==> src/rtl/conv_pkg.sv <==
// Shared types and size helpers for the convolution frame controller and position counters.
package conv_pkg;

    localparam int unsigned RESULT_W = 16;

    typedef enum logic [2:0] {
        ST_IDLE     = 3'd0,
        ST_WAIT_WIN = 3'd1,
        ST_ISSUE    = 3'd2,
        ST_WAIT_RES = 3'd3,
        ST_WRITE    = 3'd4,
        ST_DONE     = 3'd5
    } state_e;

    function automatic int unsigned out_dim(input int unsigned img, input int unsigned filt);
        return img - filt + 1;
    endfunction

    // At least one bit, so degenerate 1-wide dimensions still get a legal vector.
    function automatic int unsigned cnt_width(input int unsigned n);
        return (n <= 1) ? 1 : $clog2(n);
    endfunction

    function automatic int unsigned addr_width(input int unsigned w, input int unsigned h);
        return cnt_width(w * h);
    endfunction

endpackage

==> src/rtl/conv_pos_counter.sv <==
// Row/column/linear-address walker over a COLS x ROWS grid; saturates at the last position.
module conv_pos_counter import conv_pkg::*; #(
    parameter  int unsigned COLS   = 126,
    parameter  int unsigned ROWS   = 126,
    localparam int unsigned COL_W  = cnt_width(COLS),
    localparam int unsigned ROW_W  = cnt_width(ROWS),
    localparam int unsigned ADDR_W = addr_width(COLS, ROWS)
) (
    input  logic              clk,
    input  logic              rst_n,
    input  logic              clr,
    input  logic              inc,
    output logic [ADDR_W-1:0] addr,
    output logic              last_c
);

    logic [COL_W-1:0] col;
    logic [ROW_W-1:0] row;
    logic             last_col_c;

    assign last_col_c = (col == COL_W'(COLS - 1));
    assign last_c     = last_col_c && (row == ROW_W'(ROWS - 1));

    always_ff @(posedge clk or negedge rst_n) begin
        if (!rst_n) begin
            col  <= '0;
            row  <= '0;
            addr <= '0;
        end else if (clr) begin
            col  <= '0;
            row  <= '0;
            addr <= '0;
        end else if (inc && !last_c) begin
            addr <= addr + ADDR_W'(1);
            if (last_col_c) begin
                col <= '0;
                row <= row + ROW_W'(1);
            end else begin
                col <= col + COL_W'(1);
            end
        end
    end

endmodule

==> src/rtl/conv_frame_ctrl.sv <==
// Frame sequencer: walks every output position, fires the MAC, writes results out.
// Optional MAC watchdog enabled by defining CONV_WATCHDOG_EN.
module conv_frame_ctrl import conv_pkg::*; #(
    parameter  int unsigned IMAGE_WIDTH    = 128,
    parameter  int unsigned IMAGE_HEIGHT   = 128,
    parameter  int unsigned FILTER_SIZE    = 3,
`ifdef CONV_WATCHDOG_EN
    parameter  int unsigned TIMEOUT_CYCLES = 15,
`endif
    localparam int unsigned OUT_W  = out_dim(IMAGE_WIDTH, FILTER_SIZE),
    localparam int unsigned OUT_H  = out_dim(IMAGE_HEIGHT, FILTER_SIZE),
    localparam int unsigned ADDR_W = addr_width(OUT_W, OUT_H)
) (
    input  logic                clk,
    input  logic                rst,
    input  logic                start,
    input  logic                win_valid,
    output logic                win_advance,
    output logic                conv_mult_en,
    input  logic [RESULT_W-1:0] conv_result,
    input  logic                conv_result_valid,
    output logic                out_we,
    input  logic                out_ready,
    output logic [ADDR_W-1:0]   out_addr,
    output logic [RESULT_W-1:0] out_data,
    output logic                busy,
    output logic                done,
    output logic                err
);

    state_e state_q, state_d;
    logic   pos_clr_c, pos_inc_c, pos_last_c, timeout_c;
    logic   win_advance_d, mult_en_d, out_we_d, busy_d, done_d;
    logic [RESULT_W-1:0] out_data_d;

    assign pos_clr_c = (state_q == ST_IDLE) && start;
    assign pos_inc_c = (state_q == ST_WRITE) && out_ready;

    conv_pos_counter #(
        .COLS (OUT_W),
        .ROWS (OUT_H)
    ) u_pos (
        .clk    (clk),
        .rst_n  (rst),
        .clr    (pos_clr_c),
        .inc    (pos_inc_c),
        .addr   (out_addr),
        .last_c (pos_last_c)
    );

    always_ff @(posedge clk or negedge rst) begin
        if (!rst) state_q <= ST_IDLE;
        else      state_q <= state_d;
    end

    // A window seen while win_advance is high predates the shift, so it is skipped.
    always_comb begin
        state_d = state_q;
        unique case (state_q)
            ST_IDLE:     if (start) state_d = ST_WAIT_WIN;
            ST_WAIT_WIN: if (win_valid && !win_advance) state_d = ST_ISSUE;
            ST_ISSUE:    state_d = ST_WAIT_RES;
            ST_WAIT_RES: begin
                if (conv_result_valid) state_d = ST_WRITE;
                else if (timeout_c)    state_d = ST_DONE;
            end
            ST_WRITE:    if (out_ready) state_d = pos_last_c ? ST_DONE : ST_WAIT_WIN;
            ST_DONE:     state_d = ST_IDLE;
            default:     state_d = ST_IDLE;
        endcase
    end

    // Outputs are decoded from the next state so their flops line up with the state flop.
    always_comb begin
        win_advance_d = (state_q == ST_WRITE) && (state_d == ST_WAIT_WIN);
        mult_en_d     = (state_d == ST_ISSUE);
        out_we_d      = (state_d == ST_WRITE);
        busy_d        = (state_d != ST_IDLE);
        done_d        = (state_d == ST_DONE);
        out_data_d    = out_data;
        if ((state_q == ST_WAIT_RES) && conv_result_valid) out_data_d = conv_result;
    end

    always_ff @(posedge clk or negedge rst) begin
        if (!rst) begin
            win_advance  <= 1'b0;
            conv_mult_en <= 1'b0;
            out_we       <= 1'b0;
            busy         <= 1'b0;
            done         <= 1'b0;
            out_data     <= '0;
        end else begin
            win_advance  <= win_advance_d;
            conv_mult_en <= mult_en_d;
            out_we       <= out_we_d;
            busy         <= busy_d;
            done         <= done_d;
            out_data     <= out_data_d;
        end
    end

`ifdef CONV_WATCHDOG_EN
    localparam int unsigned WD_W = cnt_width(TIMEOUT_CYCLES);
    logic [WD_W-1:0] wd_q;

    assign timeout_c = (state_q == ST_WAIT_RES) && !conv_result_valid &&
                       (wd_q == WD_W'(TIMEOUT_CYCLES - 1));

    // Counts consecutive WAIT_RES cycles; err is sticky until the next frame start.
    always_ff @(posedge clk or negedge rst) begin
        if (!rst) begin
            wd_q <= '0;
            err  <= 1'b0;
        end else begin
            wd_q <= ((state_q == ST_WAIT_RES) && (state_d == ST_WAIT_RES)) ? wd_q + WD_W'(1) : '0;
            if (pos_clr_c)      err <= 1'b0;
            else if (timeout_c) err <= 1'b1;
        end
    end
`else
    assign timeout_c = 1'b0;
    assign err       = 1'b0;
`endif

endmodule

==> config.mk <==
export PLATFORM = sky130hd
export DESIGN_NAME = conv_frame_ctrl
export DESIGN_NICKNAME = d
export VERILOG_FILES = /design/src/rtl/conv_pkg.sv /design/src/rtl/conv_pos_counter.sv /design/src/rtl/conv_frame_ctrl.sv
export SDC_FILE = /design/constraint.sdc
export NUM_CORES = 1
export LEC_CHECK = 0
export ABC_AREA = 1
export CAP_MARGIN = 10
export CORE_MARGIN = 4
export CORE_UTILIZATION = 40
export DETAILED_ROUTE_END_ITERATION = 10
export HOLD_SLACK_MARGIN = 0.02
export PLACE_DENSITY = 0.68
export SLEW_MARGIN = 20
export SYNTH_ARGS = -nofsm -noshare
export SYNTH_HDL_FRONTEND = slang
export SYNTH_SLANG_ARGS = --single-unit
export TNS_END_PERCENT = 20
==> constraint.sdc <==
create_clock -name clk -period 1.3 [get_ports clk]
set_input_delay 0.195 -clock clk [delete_from_list [all_inputs] [get_ports clk]]
set_output_delay 0.195 -clock clk [all_outputs]
set_load 0.03 [all_outputs]
# Word-level counts from Yosys, hierarchy flattened
# Cells that the tools add are included.
[totals]
output_inout_bits = 36
word_cells = 51
reg_bits = 52
input_bits = 22
[classes]
n_eq_ne = 10
n_reduce_logical = 14
add_sub_neg = 3
n_mux = 14
[op_table]
columns = ["cell", "n"]
rows = [
  ["2-to-1 mux 7 bit", 6],
  ["2-to-1 mux 14 bit", 2],
  ["2-to-1 mux 3 bit", 5],
  ["case mux 3 bit (5 select lines)", 1],
  ["adder 14 x 1 -> 14 bit, second input constant", 1],
  ["adder 7 x 1 -> 7 bit, second input constant", 2],
  ["equality test 7 bit, second input constant", 2],
  ["equality test 3 x 2 -> 1 bit, second input constant", 3],
  ["equality test 3 bit, second input constant", 3],
  ["logical AND 1 bit", 7],
  ["equality test 3 x 1 -> 1 bit, second input constant", 2],
  ["nonzero test 2 bit", 2],
  ["zero test 3 bit", 1],
  ["nonzero test 3 bit", 1],
  ["zero test 1 bit", 2],
  ["AND reduction 2 bit", 1],
]

# Logic depth before layout (Yosys ltp)
# Gate-level depths: netlist of the first run.
[depth]
ltp_word = 7
mapped_depth = 11
mapped_depth_nobuf = 10

# By module
# A second synthesis of the first run with hierarchy kept.
[hier_totals]
cells_unflattened = 348
hier_area_um2 = 2803.9
[modules_own_cells]
columns = ["mod", "area_each_um2", "instances", "cells_per_inst", "seq_area_each_um2"]
rows = [
  ["conv_pos_counter", 1784.2, 1, 234, 700.7],
  ["conv_frame_ctrl", 1019.7, 1, 114, 600.6],
]

# Worst setup path after synthesis of the first run
# Ideal clock, no wire load.
[synth_path]
path_kind = "flip-flop to flip-flop"
startpoint = "register u_pos.addr[0]"
endpoint = "register u_pos.addr[12]"
path_slack_ns = -0.227
setup_ns = 0.118
t_required_ns = 1.182
t_arrival_ns = 1.409
stages_incl_launch_ff = 7
n_path_buf = 0
period_less_slack_ns = 1.527
cell_sequence = "dfrtp_1 > ha_1 > inv_1 > nor2_1 > nand4_1 > nand4_1 > nand2_1"
[synth_via]
elab_chain_cells = 3
[synth_rtl]
columns = ["item", "line_no", "text"]
rows = [
  ["from (decl)", "conv_pos_counter.sv:13", "output logic [ADDR_W-1:0] addr,"],
  ["from (signal assigned)", "conv_pos_counter.sv:34", "addr <= addr + ADDR_W'(1);"],
  ["adder 14 x 1 -> 14 bit", "conv_pos_counter.sv:34", ""],
  ["2-to-1 mux 14 bit", "conv_pos_counter.sv:33", "end else if (inc && !last_c) begin"],
  ["2-to-1 mux 14 bit", "conv_pos_counter.sv:29", "end else if (clr) begin"],
]
# No other way between the ends. The select of a mux whose other input is x is not followed.
# A chain may end at the register's enable or synchronous reset.

# Worst setup path in the final report of the first run
[layout_path]
startpoint = "register u_pos.col[1]"
endpoint = "register u_pos.row[0]"
[layout_via]
elab_chain_cells = 6
elab_cells_between_ends = 7
cone_classes = "eq/ne (1); reduce/logical (6)"
[layout_rtl]
columns = ["item", "line_no", "text"]
rows = [
  ["from (decl)", "conv_pos_counter.sv:17", "logic [COL_W-1:0] col;"],
  ["from (signal assigned)", "conv_pos_counter.sv:39", "col <= col + COL_W'(1);"],
  ["equality test 7 bit (*)", "conv_pos_counter.sv:21", "assign last_col_c = (col == COL_W'(COLS - 1));"],
  ["logical AND 1 bit", "conv_pos_counter.sv:22", "assign last_c = last_col_c && (row == ROW_W'(ROWS - 1));"],
  ["zero test 1 bit", "conv_pos_counter.sv:33", ""],
  ["logical AND 1 bit", "conv_pos_counter.sv:33", ""],
  ["nonzero test 2 bit (no line)", "--", ""],
  ["AND reduction 2 bit (no line) (*)", "--", ""],
  ["to (signal assigned)", "conv_pos_counter.sv:37", "row <= row + ROW_W'(1);"],
  ["to (decl)", "conv_pos_counter.sv:18", "logic [ROW_W-1:0] row;"],
]
# Every way passes the cells marked *; elsewhere a longest branch is shown, timed or not.

==> flow_summary.ini, run 1 <==
[status]
outcome = finished, violations left
violations = negative setup slack

[yosys]
synth-xor-area-share = 0.0222
async_flop_share = 1.00
synth_common_cells = nand2_1 (136), dfrtp_1 (52), nand3_1 (39)
yosys_warnings = 0
synth-seq-cells = 52
synth_top_area_frac = 0.471
synth_top_family_by_area = simple AND/OR/NAND/NOR gates
synthAdderAreaFrac = 0.0226
syn_nets = 376
avgSynthCellArea_sq_um = 7.92
synth.distinct_cells = 30
synth-main-ff-cell = dfrtp_1
seq_area_frac_synth = 0.471
synth_area_leaders = dfrtp_1 (47%), nand2_1 (18%), nand3_1 (7.1%)
synth.most_common_cell = nand2_1
synth_compound_area_frac = 0.0353
synth_mux_area_frac = 0
synth_edf_count = 0
syn_area_sq_um = 2760
synth_top_area_cell = dfrtp_1
synth_simple_gate_area_frac = 0.378
synthCells = 349

[setup_path]
r2r_cells = 10
rr_endpoint = u_pos.row[0]
cp.arrival_ps = 1730
crit_type = reg -> reg
start_kind = flop
r2r-start = u_pos.col[1]
startpoint = u_pos.col[1]
cp-end-kind = flop
reg2reg_slack_ps = -190
crit_end = u_pos.row[0]
critPathRequiredTime_ps = 1550
crit_fanout = 7

[power_and_ir_drop]
powerDensity_nw_per_um2 = 1560
peakVddDrop_uv = 858
seq_power_share = 0.361
p_leak_nw = 2.06
switching_power_mw = 2.39
clkPwrFrac = 0.218
pwr-share-comb = 0.421
swShare = 0.393
p_int_mw = 3.69

[drt]
wl_per_cell_um = 12.4
finalWirelength_mm = 6.61
drc = 0
ant_nets = 0
vias_per_cell = 4.83
dr_total_vias = 2568
drt_iter0_markers = 79
dr.pass1.iters = 4

[placement]
port_buffers = 56
gp_congestion = 0.826
placedCellCount = 519
hpwl_mm = 4.76

[finish]
fin_cells = 532
fillers = 632
diodes = 0
drive_gt1_frac = 0.243
layout.nets = 478
area_growth_pct = 41.4
fin_util = 0.578

[min_path]
hold_path_class = in -> async

[floorplanning]
die_area_sq_um = 8300
placementRows = 30
die_y_um = 91.1
ios = 58
die_x_um = 91.1
core_sq_um = 6760
initial_core_util = 0.409

[clock_network]
numClockSinks = 52
cts_tree = done
numCtsBuffers = 5
htree_levels = 2
cts_max_path_buffers = 2
path_clk_slew_ps = 90
clk_latency_ps = 300
cts_root_buffer = clkbuf_8

[grt]
grt_use_met1 = 0.205
track_usage = 0.164
met2_usage = 0.286
grt_pass1_wl_mm = 11.4
gr-total-overflow = 0
grt_max_degree = 53
grt_pass1_vias = 2559
grt_busiest_layer = met2
antenna_found_initial = 0
grtUsageMet3 = 0.0298

[sta]
final_hold_viol_count = 0
max_freq_mhz = 673
finalMaxSlewViolations = 0
period_needed_ps = 1490
setup_viol = 33
tns_ps = -4280
fin_crit_sh = 1.14
postLayoutSetupSlackWorst_ps = -186
rsz0062_at_grt = true
holdWs_ps = 415
finalClockSkew_ps = 9.66

[job]
maxCapViolCount = 0
## registers in the layout (all words and copies together) (netlist names)
name and count:
busy 1, state_q 3, done 1, u_pos.row 7, out_data 16, out_we 1, u_pos.col 7, win_advance 1
conv_mult_en 1, u_pos.addr 14
## metal layers
metal | up-vias | share of wire
li1 | 1318 | -
met1 | 1202 | 0.45
met2 | 38 | 0.51
met3 | 10 | 0.028
met4 | 0 | 0.017
met5 | - | 0
## placed cells by master, fill, tap and decap left out, drive strengths merged
cell type      instances
nor3                   1
dlygate4sd2            6
conb                   1
o21ai                  6
xor2                   5
inv                   29
bufinv                 2
or2                    4
dlygate4sd3            1
nand4                 18
o22ai                  1
ha                     5
nand3                 40
clkinv                 1
clkdlybuf4s15         13
nor2                  25
xnor2                  2
dfrtp                 52
nand2                145
a21oi                  4
clkbuf                 8
buf                   59
o21bai                 1
clkdlybuf4s50         20
a21o                   3
## power groups by stage
stage / clock network, mW / logic, mW / registers (mW)
global placement: 0 / 2.56 / 2.22
detailed placement: 0 / 2.60 / 2.22
CTS: 1.36 / 2.47 / 2.19
finish: 1.32 / 2.56 / 2.20
floorplan: 0 / 0.966 / 2.79
global route: 1.44 / 2.79 / 2.25
## per-stage QoR
stage	setup WS, ps	area [sq um]	total power [mW]
floorplan	-106	2770	3.75
global placement	-198	3650	4.78
detailed placement	-249	3650	4.81
CTS	-201	3800	6.02
global route	-298	3910	6.48
finish	-186	3910	6.08
## area by class of cell
class,instances,area (sq um),share of cell area
Clock buffer,5,68.8,0.0176
Multi-Input combinational cell,261,1360,0.347
Inverter,29,140,0.0359
Timing Repair Buffer,102,868,0.222
Tap cell,80,100,0.0256
Clock inverter,3,68.8,0.0176
Sequential cell,52,1310,0.334
## worst min path at each step
stage,endpoint,startpoint,depth (start not counted),slack (ps)
after floorplan,busy,rst,0,-100
final,u_pos.addr[10],rst,3,420
after global routing,out_data[0],conv_result[0],3,390
after detailed placement,u_pos.addr[8],rst,2,210
after CTS,out_data[1],conv_result[1],3,400
after global placement,u_pos.addr[8],rst,2,210
## logic make-up (layout without fill, tap and decap cells)
family	count (synthesis)	in the layout
AO/OA/AOI/OAI	15	15
XOR/XNOR	7	7
adder cells (fa/ha/maj)	5	5
buffers and inverters	37	139
flip-flops	52	52
other	1	1
AND/OR/NAND/NOR	232	233
## what timing repair did
action / 4_1_cts / 5_1_grt
endpoints found under the setup margin: 70 / 66
endpoints found under the hold margin: 52 / 0
gates resized for setup: 31 / 36
buffers inserted: 0 / 3
cloned: 0 / 1
hold buffers: 1 / 0
pin swaps: 1 / 9
## worst max-delay path, cell delays in order, from the launching register on
cell and delay, ps:
dfrtp_1 390, inv_2 80, ha_4 130, nand3_4 60
nor2_4 150, nand2_2 90, nand2_4 140, nand2_8 110
nand2_4 130, nand2_1 80, nand2_1 60
Note: power is estimated with default switching activity, not from simulation.
==> run 2: changes to the inputs <==
PLACE_DENSITY = 0.77   (was 0.68)
==> run 2 against run 1 <==
The flow still finishes with violations (negative setup slack). Clock-buffer cell count grew 1. Wire length rose by 12%. Maximum frequency down 2.5%. Flip-flop and latch count unchanged. Global-route usage up 0.72 points. Power down 1.6%. Register-to-register slack worse by 40 ps. Sequential power hardly changed. Non-clock buffer count shrank 1. First-iteration DRC count rose by 92%. Critical path type unchanged. Critical endpoint is now u_pos.row[4]. Largest cell class unchanged. Highest routed layer unchanged.
==> flow_summary.ini, run 2 (same netlist as run 1, synthesis figures left out) <==
[setup_path]
critPathRequiredTime_ps = 1550
cp.arrival_ps = 1780
r2r-start = u_pos.col[1]
start_kind = flop
slowest_stage = dfrtp_1
reg2reg_slack_ps = -220
crit_type = reg -> reg
cp-end-kind = flop
r2r_cells = 10
crit_path_cell_trace = inv_2 -> ha_4 -> nand3_4 -> nor2_4 -> nand2_2 -> nand2_4 -> nand2_8 -> nand2_8 -> nand2_2 -> nand2_1
crit_fanout = 8
rr_endpoint = u_pos.row[4]
slowest_delay_ps = 400

[drt]
ant_nets = 0
vias_per_cell = 5.03
drc = 0
finalWirelength_mm = 7.41
wl_per_cell_um = 13.9
drt_iter0_markers = 152
dr_total_vias = 2684
dr.pass1.iters = 4

[clock_network]
clk_latency_ps = 310
numCtsBuffers = 5
path_clk_slew_ps = 100
cts_max_path_buffers = 2
numClockSinks = 52
htree_levels = 2
cts_tree = done
cts_root_buffer = clkbuf_8

[grt]
grtUsageMet3 = 0.0323
grt_use_met1 = 0.217
antenna_found_initial = 0
met2_usage = 0.304
track_usage = 0.172
gr-total-overflow = 0
grt_pass1_vias = 2607
grt_busiest_layer = met2
grt_pass1_wl_mm = 11.8
grt_max_degree = 23

[sta]
fin_crit_sh = 1.17
max_freq_mhz = 656
holdWs_ps = 366
rsz0062_at_grt = true
postLayoutSetupSlackWorst_ps = -224
setup_viol = 33
period_needed_ps = 1520
final_hold_viol_count = 0
finalClockSkew_ps = 12.9
finalMaxSlewViolations = 0

[finish]
layout_commonest_cell = nand2_1
fin_cells = 534
fillers = 570
area_growth_pct = 42.4
layout.nets = 480
drive_gt1_frac = 0.271
final_cell_mix = nand2_1 (123), buf_4 (56), dfrtp_1 (49), nand3_1 (36), inv_1 (22)
top_register = out_data
largest_register_ffs = 16
top_regs = out_data: 16 flops, u_pos.addr: 14 flops
diodes = 0

[floorplanning]
ios = 58
die_x_um = 91.1
initial_core_util = 0.409
core_sq_um = 6760
placementRows = 30
die_area_sq_um = 8300
die_y_um = 91.1

[job]
maxCapViolCount = 0

[placement]
placedCellCount = 516
hpwl_mm = 5.15
gp_congestion = 0.841
port_buffers = 56

[power_and_ir_drop]
total_power_mw = 5.98
powerDensity_nw_per_um2 = 1520
peakVddDrop_uv = 842
p_leak_nw = 2.04

[status]
violations = negative setup slack
outcome = finished, violations left

[min_path]
hold_path_class = in -> async
-- run 2: metrics by stage --
stage	setup TNS, ps	setup slack, ps	util	cell area (sq um)
after CTS	-4930	-220	0.550	3720
final	-5620	-224	0.582	3940
after global placement	-7630	-188	0.536	3620
after detailed placement	-8860	-247	0.536	3620
after global routing	-9240	-310	0.582	3940
after floorplan	-2100	-106	-	2770
-- run 2: metal layers --
metal / wire [um] / vias up / part of all wire
li1: - / 1323 / -
met1: 3180 / 1295 / 0.43
met2: 3840 / 58 / 0.52
met3: 303 / 8 / 0.041
met4: 82 / 0 / 0.011
met5: 0 / - / 0
-- run 2: worst max path at each step --
stage / start / to / slack [ps] / depth (start not counted)
after floorplan: u_pos.col[1] / u_pos.col[2] / -110 / 11
after global placement: out_ready / u_pos.addr[10] / -190 / 7
after detailed placement: out_ready / u_pos.addr[12] / -250 / 7
after CTS: u_pos.col[1] / u_pos.col[0] / -220 / 10
after global routing: u_pos.col[1] / u_pos.row[4] / -310 / 10
final: u_pos.col[1] / u_pos.row[4] / -220 / 10
-- run 2: timing repair --
item / CTS / global route
hold buffers: 1 / 0
setup endpoints to repair: 60 / 64
buffers inserted: 0 / 5
endpoints found under the hold margin: 13 / 0
pin swaps: 0 / 16
resized for setup: 26 / 52
cloned: 0 / 4
-- run 2: final cells by class --
class	count	area [sq um]	area share
multi-input combinational	261	1400	0.357
inverter	29	140	0.0356
clock buffer	6	82.6	0.0210
timing repair buffer	101	852	0.217
clock inverter	2	15.0	0.00382
sequential	52	1310	0.332
timing repair inverter	3	36.3	0.00922
tap	80	100	0.0254
-- run 2: critical path, delay by kind of cell, from the launching register on --
kind | cells | cell delay, ps
AND/OR/NAND/NOR | 8 | 840
buffers and inverters | 1 | 80
adder cells (fa/ha/maj) | 1 | 140
flip-flops | 1 | 400
-- run 2: power breakdown --
| part | internal [mW] | switching, mW |
|---|---|---|
| clock network | 0.432 | 0.549 |
| logic | 0.992 | 1.79 |
| registers | 1.98 | 0.239 |
==> run 3: changes to the inputs <==
RECOVER_POWER = 25   (was default)
SLEW_MARGIN = 40   (was 20)
==> run 3 against run 2 <==
The flow still finishes with violations (negative setup slack). Power about the same. Register-to-register slack about the same. Hold slack got worse by 7.5 ps. Core utilization decreased by 0.22 points. Global-route usage unchanged. Largest cell class unchanged. Critical endpoint is now u_pos.addr[0]. Critical path type unchanged.
==> flow_summary.ini, run 3 (same netlist as run 1, synthesis figures left out) <==
[status]
outcome = finished, violations left
violations = negative setup slack

[clock_network]
htree_levels = 2
cts_root_buffer = clkbuf_8
clk_latency_ps = 310
cts_tree = done
numClockSinks = 52
path_clk_slew_ps = 90
cts_max_path_buffers = 2
numCtsBuffers = 5

[sta]
finalMaxSlewViolations = 0
setup_viol = 33
max_freq_mhz = 656
postLayoutSetupSlackWorst_ps = -224
fin_crit_sh = 1.17
finalClockSkew_ps = 12.6
rsz0062_at_grt = true
holdWs_ps = 358
final_hold_viol_count = 0
period_needed_ps = 1520

[grt]
track_usage = 0.172
gr-total-overflow = 0
grt_max_degree = 23
grt_pass1_wl_mm = 11.8
grt_pass1_vias = 2607
antenna_found_initial = 0

[drt]
dr.pass1.iters = 4
drc = 0
wl_per_cell_um = 13.9
vias_per_cell = 5.06
drt_iter0_markers = 156
dr_total_vias = 2703
ant_nets = 0
finalWirelength_mm = 7.42

[power_and_ir_drop]
swShare = 0.432
powerDensity_nw_per_um2 = 1530
total_power_mw = 5.98
peakVddDrop_uv = 843
p_int_mw = 3.40
p_leak_nw = 2.04
seq_power_share = 0.370
switching_power_mw = 2.58
pwr-share-comb = 0.465
clkPwrFrac = 0.164

[setup_path]
crit_top_cell = nand2_4
cp.arrival_ps = 1730
cp-end-kind = flop
crit_family = simple AND/OR/NAND/NOR gates
crit_type = reg -> reg
r2r_cells = 9
crit_path_cell_trace = inv_2 -> ha_4 -> nand3_4 -> nor2_4 -> nand2_2 -> nand2_4 -> buf_4 -> nand2_4 -> o21ai_0
slowest_delay_ps = 400
crit_fanout = 5
start_kind = flop
slowest_stage = dfrtp_1
critPathRequiredTime_ps = 1510
crit_cells = 9
path_buf_inv = 2

[finish]
final_cell_mix = nand2_1 (123), buf_4 (56), dfrtp_1 (49), nand3_1 (36), inv_1 (22)
seq_area_sq_um = 1310
multiInputGateArea_sq_um = 1400
top_regs = out_data: 16 flops, u_pos.addr: 14 flops
fin_util = 0.580
top_register = out_data
layout_commonest_cell = nand2_1
area_growth_pct = 41.8
diodes = 0
layout.nets = 480
fillers = 572
largest_register_ffs = 16
drive_gt1_frac = 0.271

[placement]
port_buffers = 56
hpwl_mm = 5.15
gp_congestion = 0.841

[job]
maxCapViolCount = 0

[floorplanning]
ios = 58
placementRows = 30
die_y_um = 91.1
die_area_sq_um = 8300
die_x_um = 91.1
core_sq_um = 6760
initial_core_util = 0.409

[min_path]
hold_path_class = in -> async
run 3: power by group through the flow:
stage	Sequential, mW	Combinational (mW)	Clock, mW
after floorplan	2.79	0.966	0
after global placement	2.21	2.56	0
after detailed placement	2.23	2.62	0
after CTS	2.19	2.47	1.00
after global routing	2.26	3.01	1.08
final	2.21	2.78	0.982
run 3: timing repair:
action,4_1_cts,5_1_grt
pin swaps,0,16
resized for setup,26,52
endpoints found under the setup margin,60,64
endpoints found under the hold margin,13,0
gates cloned,0,4
setup buffers,0,5
hold buffers,1,0
run 3: path summary, 6_finish.rpt:
path                            slack [ps]            start             to
min in group clk                       410  conv_result[10]   out_data[10]
max in group asynchronous              130              rst  u_pos.addr[0]
worst max register to register        -220     u_pos.col[1]  u_pos.addr[0]
worst min register to register         480      out_data[3]    out_data[3]
worst min-delay path                   360              rst   u_pos.col[4]
worst max-delay path                  -220     u_pos.col[1]  u_pos.addr[0]
run 3: layout make-up:
cell class,count,area share
multi-input combinational,261,0.358
sequential,52,0.333
timing repair buffer,101,0.214
inverter,29,0.0357
tap,80,0.0255
clock buffer,6,0.0211
timing repair inverter,3,0.00926
clock inverter,2,0.00383
run 3: through the flow:
stage / instance area, sq um / instances / TNS [ps] / setup WS, ps
detailed placement: 3620 / 516 / -8860 / -247
global placement: 3620 / 516 / -7630 / -188
finish: 3920 / 534 / -5630 / -224
floorplan: 2770 / 349 / -2100 / -106
global route: 3920 / 534 / -9500 / -310
CTS: 3720 / 525 / -4930 / -220
run 3: per-layer routing:
layer  track usage  up-vias  part of all wire
met3        0.0323        8             0.045
met5             0        -                 0
met1         0.217     1306              0.43
met2         0.304       64              0.51
li1              -     1325                 -
met4        0.0364        0             0.011
